===== config.mk =====
export PLATFORM = sky130hd
export DESIGN_NAME = disp_colr_adapt
export DESIGN_NICKNAME = d
export VERILOG_FILES = /design/src/rtl/disp_pkg.sv /design/src/rtl/disp_dither_pos.sv /design/src/rtl/disp_colr_adapt.sv
export SDC_FILE = /design/constraint.sdc
export NUM_CORES = 1
export LEC_CHECK = 0
export CAP_MARGIN = 20
export CORE_MARGIN = 5
export CORE_UTILIZATION = 47
export DETAILED_ROUTE_END_ITERATION = 6
export PLACE_DENSITY = 0.8
export SLEW_MARGIN = 5
export SYNTH_ARGS = -nofsm -noshare
export SYNTH_HDL_FRONTEND = slang
export SYNTH_SLANG_ARGS = --single-unit

===== constraint.sdc =====
create_clock -name clk_pix -period 2.3 [get_ports clk_pix]
set_clock_uncertainty 0.05 [all_clocks]
set_input_delay 0.69 -clock clk_pix [delete_from_list [all_inputs] [get_ports clk_pix]]
set_output_delay 0.69 -clock clk_pix [all_outputs]
set_load 0.02 [all_outputs]

===== src/rtl/disp_pkg.sv =====
// Shared definitions for the display colour adapter: conversion modes and
// the 4x4 ordered-dither (Bayer) threshold table.
package disp_pkg;

  typedef enum logic [1:0] {
    MODE_REPL   = 2'd0,
    MODE_PAD    = 2'd1,
    MODE_DITHER = 2'd2,
    MODE_RSVD   = 2'd3
  } mode_e;

  // Bayer threshold (0..15) at the given row/column.
  function automatic logic [3:0] bayer_val(input logic [1:0] row, input logic [1:0] col);
    logic [3:0] v;
    case ({row, col})
      4'd0:    v = 4'd0;
      4'd1:    v = 4'd8;
      4'd2:    v = 4'd2;
      4'd3:    v = 4'd10;
      4'd4:    v = 4'd12;
      4'd5:    v = 4'd4;
      4'd6:    v = 4'd14;
      4'd7:    v = 4'd6;
      4'd8:    v = 4'd3;
      4'd9:    v = 4'd11;
      4'd10:   v = 4'd1;
      4'd11:   v = 4'd9;
      4'd12:   v = 4'd15;
      4'd13:   v = 4'd7;
      4'd14:   v = 4'd13;
      4'd15:   v = 4'd5;
      default: v = 4'd0;
    endcase
    return v;
  endfunction

endpackage


===== src/rtl/disp_dither_pos.sv =====
// Tracks the screen position (column, row, frame, each mod 4) that selects the
// dither threshold; also flags the vsync rising edge for mode capture.
module disp_dither_pos (
  input  logic       clk,
  input  logic       rst_n,
  input  logic       in_vsync,
  input  logic       in_de,
  output logic [1:0] cx,
  output logic [1:0] cy,
  output logic [1:0] cf,
  output logic       vs_rise
);

  logic       vs_prev_r;
  logic       de_prev_r;
  logic [1:0] cx_r;
  logic [1:0] cy_r;
  logic [1:0] cf_r;

  assign vs_rise = in_vsync & ~vs_prev_r;
  assign cx      = cx_r;
  assign cy      = cy_r;
  assign cf      = cf_r;

  // Edge history and position counters; a frame start clears the row count.
  always_ff @(posedge clk or negedge rst_n) begin
    if (!rst_n) begin
      vs_prev_r <= 1'b0;
      de_prev_r <= 1'b0;
      cx_r      <= 2'd0;
      cy_r      <= 2'd0;
      cf_r      <= 2'd0;
    end else begin
      vs_prev_r <= in_vsync;
      de_prev_r <= in_de;
      cx_r      <= in_de ? (cx_r + 2'd1) : 2'd0;
      if (vs_rise) begin
        cy_r <= 2'd0;
        cf_r <= cf_r + 2'd1;
      end else if (de_prev_r && !in_de) begin
        cy_r <= cy_r + 2'd1;
      end
    end
  end

endmodule


===== src/rtl/disp_colr_adapt.sv =====
// Converts pixel colour depth between system and board (replicate, pad or
// ordered dither) with a fixed two-cycle latency on colour and timing.
module disp_colr_adapt
  import disp_pkg::*;
#(
  parameter int BPC_IN  = 5,
  parameter int BPC_OUT = 8,
  parameter int CHANS   = 3
) (
  input  logic                     clk_pix,
  input  logic                     rst_pix_n,
  input  logic [1:0]               mode,
  input  logic                     in_hsync,
  input  logic                     in_vsync,
  input  logic                     in_de,
  input  logic [CHANS*BPC_IN-1:0]  in_colr,
  output logic                     out_hsync,
  output logic                     out_vsync,
  output logic                     out_de,
  output logic [CHANS*BPC_OUT-1:0] out_colr
);

  localparam int D       = (BPC_IN > BPC_OUT) ? (BPC_IN - BPC_OUT) : 0;
  localparam int SHR     = (D <= 4) ? (4 - D) : 0;
  localparam int SHL     = (D > 4) ? (D - 4) : 0;
  localparam bit DITH_OK = (BPC_OUT < BPC_IN);

  logic [1:0]               cx_s;
  logic [1:0]               cy_s;
  logic [1:0]               cf_s;
  logic                     vs_rise_s;
  mode_e                    act_mode_r;
  mode_e                    s1_mode_r;
  logic                     s1_hs_r;
  logic                     s1_vs_r;
  logic                     s1_de_r;
  logic [CHANS*BPC_IN-1:0]  s1_colr_r;
  logic [3:0]               s1_t_r;
  logic [BPC_IN:0]          ts_s;
  logic [CHANS*BPC_OUT-1:0] conv_s;

  disp_dither_pos u_pos (
    .clk      (clk_pix),
    .rst_n    (rst_pix_n),
    .in_vsync (in_vsync),
    .in_de    (in_de),
    .cx       (cx_s),
    .cy       (cy_s),
    .cf       (cf_s),
    .vs_rise  (vs_rise_s)
  );

  // Stage 1: capture the pixel with the mode and threshold in force before this edge.
  always_ff @(posedge clk_pix or negedge rst_pix_n) begin
    if (!rst_pix_n) begin
      act_mode_r <= MODE_REPL;
      s1_mode_r  <= MODE_REPL;
      s1_hs_r    <= 1'b0;
      s1_vs_r    <= 1'b0;
      s1_de_r    <= 1'b0;
      s1_colr_r  <= '0;
      s1_t_r     <= 4'd0;
    end else begin
      if (vs_rise_s) begin
        act_mode_r <= mode_e'(mode);
      end
      s1_mode_r <= act_mode_r;
      s1_hs_r   <= in_hsync;
      s1_vs_r   <= in_vsync;
      s1_de_r   <= in_de;
      s1_colr_r <= in_colr;
      s1_t_r    <= bayer_val(cy_s + cf_s, cx_s);
    end
  end

  // Threshold scaled to the number of dropped bits.
  assign ts_s = (BPC_IN + 1)'(({12'd0, s1_t_r} >> SHR) << SHL);

  for (genvar ch = 0; ch < CHANS; ch++) begin : g_chan
    logic [BPC_IN-1:0]  cin_s;
    logic [BPC_IN:0]    sum_s;
    logic [BPC_OUT-1:0] rep_s;
    logic [BPC_OUT-1:0] pad_s;
    logic [BPC_OUT-1:0] dith_s;
    logic [BPC_OUT-1:0] res_s;

    assign cin_s = s1_colr_r[ch*BPC_IN +: BPC_IN];
    assign sum_s = {1'b0, cin_s} + ts_s;

    // Output bit b (from the MSB) takes input bit b mod BPC_IN; the carry saturates dither.
    for (genvar b = 0; b < BPC_OUT; b++) begin : g_bit
      localparam int SRC = BPC_IN - 1 - (b % BPC_IN);
      assign rep_s[BPC_OUT-1-b]  = cin_s[SRC];
      assign pad_s[BPC_OUT-1-b]  = (b < BPC_IN) ? cin_s[SRC] : 1'b0;
      assign dith_s[BPC_OUT-1-b] = sum_s[SRC] | sum_s[BPC_IN];
    end

    // Mode select; reserved mode and non-reducing dither fall back to replicate.
    always_comb begin
      case (s1_mode_r)
        MODE_PAD:    res_s = pad_s;
        MODE_DITHER: res_s = DITH_OK ? dith_s : rep_s;
        default:     res_s = rep_s;
      endcase
    end

    assign conv_s[ch*BPC_OUT +: BPC_OUT] = res_s;
  end

  // Stage 2: registered outputs, colour blanked outside active video.
  always_ff @(posedge clk_pix or negedge rst_pix_n) begin
    if (!rst_pix_n) begin
      out_hsync <= 1'b0;
      out_vsync <= 1'b0;
      out_de    <= 1'b0;
      out_colr  <= '0;
    end else begin
      out_hsync <= s1_hs_r;
      out_vsync <= s1_vs_r;
      out_de    <= s1_de_r;
      out_colr  <= s1_de_r ? conv_s : '0;
    end
  end

endmodule


==> metrics.md <==
| Metric | Value |
|---|---|
| CP top delay family | `buffers and inverters` |
| Post-synth top area share | `0.840` |
| Sequential power share | `0.625` |
| Reg2reg start | `s1_de_r` |
| Multiplexer share of the synthesized area | `0.0154` |
| DIE AREA | `approximately 4300 µm²` |
| Slew Limit Fails | `0` |
| Ant. Diodes | `0` |
| Nets@finish | `around 160` |
| Via count | `739` |
| Largest family of logic cells by synthesized area | `simple AND/OR/NAND/NOR gates` |
| Worst r2r path cells | `2` |
| RSZ-0062 raised after global routing | `false` |
| TNS Setup | `0 ns` |
| Layout Area Growth over Synthesis | `40.7%` |
| Post_cts resized | `0` |
| CP peak stage delay | `roughly 0.63 ns` |
| Placement row count | `20` |
| Leading cell types by count after synthesis | `dfrtp_1, and2_2, nor2b_1` |
| Worst hold path class | `in -> async` |
| Post-synth top area cell | `dfrtp_1` |
| Pwr Total | `1.49 mW` |
| CP bufs+invs | `1` |
| Clock-pin transition on the worst setup and hold timing paths | `0.12 ns` |
| Register area share after synthesis | `0.840` |
| Final ANT Viol Nets | `0` |
| Leading cell type by number of instances after synthesis | `dfrtp_1` |
| Complex-gate fraction of the synthesized area | `0` |
| Maxcap violations | `0` |
| Total grt overflow | `0` |
| Global Route Usage Sum | `0.121` |
| Die height | `65.7 µm` |
| Syn_area_per_cell | `18.7 µm²` |
| Status | `finished clean` |
| # fillers | `just over 200` |
| Setup CP Type | `reg -> out` |
| Synth top area cells | `dfrtp_1, and2_2, nor2b_1` |
| Warnings from Yosys | `0` |
| Data required, critical path | `1.56 ns` |
| Die X | `65.7 µm` |
| Primary FF master, synth | `dfrtp_1` |
| Switching share of power | `0.219` |
| Part of the power in the clock network | `0.247` |
| Mapped Area | `1460 µm²` |
| Synth Instances | `78` |
| Worst setup path endpoint | `out_colr[13]` |
| Sw Pwr | `326 µW` |
| Crit Path Max Fanout | `1` |
| First-pass GRT wire length | `3.66 mm` |
| Setup crit end kind | `output pin` |
| Initial antenna violation count | `0` |
| Sink Count | `49` |
| Design internal power | `1.16 mW` |
| Core Area | `3030 µm²` |
| Layout cell share with drive strength beyond 1 | `0.203` |
| Postcts setup bufs | `0` |
| WL per Instance | `13.0 µm` |
| CTS tree | `done` |
| Max Buffers Root-to-Sink | `2` |
| Count of different cell masters after synthesis | `9` |
| Final Hold Viols | `0` |
| Crit. Startpoint | `out_colr[13]` |
| R2R Path End | `out_colr[0]` |
| Synthesized flop and latch total | `slightly below 50` |
| H-tree levels | `2` |
| Pre-Repair DR Iteration Count | `4` |
| PwrDens | `725 nW/µm²` |
| Critical Path Stages | `1` |
| Min Clock Period, post-route | `2.06 ns` |
| Vias in the first global route | `around 800` |
| Io pins | `just under 50` |
| Net Count, Synth | `100` |
| Slew HR | `0.646` |
| Adder-Cell Fraction of Synth Area | `0` |
| IO Port Bufs | `48` |
| Detailed-route wire length | `approximately 2.3 mm` |
| Initial DRC Count | `34` |
| Initial core utilization | `0.482` |
| Fraction of registers with async set/reset | `1.00` |
| WP data arrival | `1.32 ns` |
| Largest net degree at the start of global routing | `26` |
| Fin crit share | `0.895` |
| Crit-path cells | `clkdlybuf4s50_1` |
| Fmax | `0.486 GHz` |
| Post-DP HPWL | `1.76 mm` |
| Post-Synth XOR/XNOR Area | `0` |
| Post-synth EDFFs | `0` |
| Cts bufs inserted | `5` |
| Post-synthesis simple-gate area fraction | `0.137` |
| Vias/cell | `roughly 4.2` |
| R2r setup slk | `1.21 ns` |
| Worst-Margin Slew | `0.531 ns` |
| Startpoint Class | `register` |
| Clock Latency Late Sink | `between 0.3 and 0.4 ns` |
| Placer Congestion | `0.718` |
| # hold bufs at CTS | `0` |
| Post-route DRC | `0` |
| Max IR drop VDD | `0.000424 V` |
| Final setup fails | `0` |
| Root buffer cell | `clkbuf_4` |
| Comb pwr share | `0.128` |
| Critical-path cell with the highest stage delay | `clkdlybuf4s50_1` |
| Leakage Power | `0.931 nW` |
==> power by group through the flow <==
stage | clock, mW | combinational, mW | sequential [mW]
2_1_floorplan | 0 | 0.0407 | 0.982
3_3_place_gp | 0 | 0.189 | 0.946
3_5_place_dp | 0 | 0.195 | 0.950
4_1_cts | 0.380 | 0.196 | 0.932
5_1_grt | 0.419 | 0.205 | 0.938
6_report | 0.368 | 0.191 | 0.931
==> how the worst min path moves through the flow <==
stage | slack (ns) | endpoint
after floorplan | 0.28 | out_hsync
final | 0.27 | out_colr[6]
after global placement | 0.28 | out_hsync
after detailed placement | 0.29 | out_hsync
after global routing | 0.28 | out_colr[0]
after CTS | 0.27 | out_colr[0]
==> per-stage QoR <==
step / cells / setup slack (ns) / utilization / hold slack, ns / cell area [µm²]
global route: 177 / 0.192 / 0.679 / 0.284 / 2050
floorplan: 78 / 0.939 / - / 0.281 / 1460
global placement: 170 / 0.456 / 0.660 / 0.282 / 2000
CTS: 177 / 0.223 / 0.679 / 0.274 / 2050
finish: 177 / 0.241 / 0.679 / 0.266 / 2050
detailed placement: 170 / 0.403 / 0.660 / 0.286 / 2000
==> metal layers <==
layer / share of wire / vias to the layer above / GRT usage
met5: 0 / - / 0
met4: 0.023 / 0 / 0.0699
met3: 0.048 / 4 / 0.0325
met2: 0.62 / 21 / 0.243
met1: 0.31 / 366 / 0.101
li1: - / 348 / -
==> final cells by class <==
class	instances	area, µm²	area share
timing repair buffer	49	495	0.241
tap	44	55.1	0.0268
clock buffer	7	55.1	0.0268
multi-input combinational	28	223	0.108
sequential	49	1230	0.597
==> placed cells by master, fill, tap and decap left out <==
master / count
and2_2: 11
and2_4: 4
and2b_1: 3
and2b_2: 1
buf_12: 1
buf_2: 1
clkbuf_1: 1
clkbuf_4: 5
clkbuf_8: 1
clkdlybuf4s50_1: 47
dfrtp_1: 49
mux2_2: 2
nor2b_1: 6
nor2b_4: 1
==> registers in the layout (all words and copies together), names as in the netlist <==
| signal | flops |
|---|---|
| out_de | 1 |
| out_hsync | 1 |
| s1_colr_r | 15 |
| u_pos.vs_prev_r | 1 |
| out_colr | 24 |
| s1_de_r | 1 |
| s1_mode_r | 2 |
| s1_hs_r | 1 |
| act_mode_r | 2 |
| out_vsync | 1 |
==> kinds of logic (layout without fill, tap and decap cells) <==
family                 after synthesis  in the layout
AND/OR/NAND/NOR                     26             26
multiplexers                         2              2
flip-flops                          49             49
buffers and inverters                1             56
Note: power is estimated with default switching activity, not from simulation.
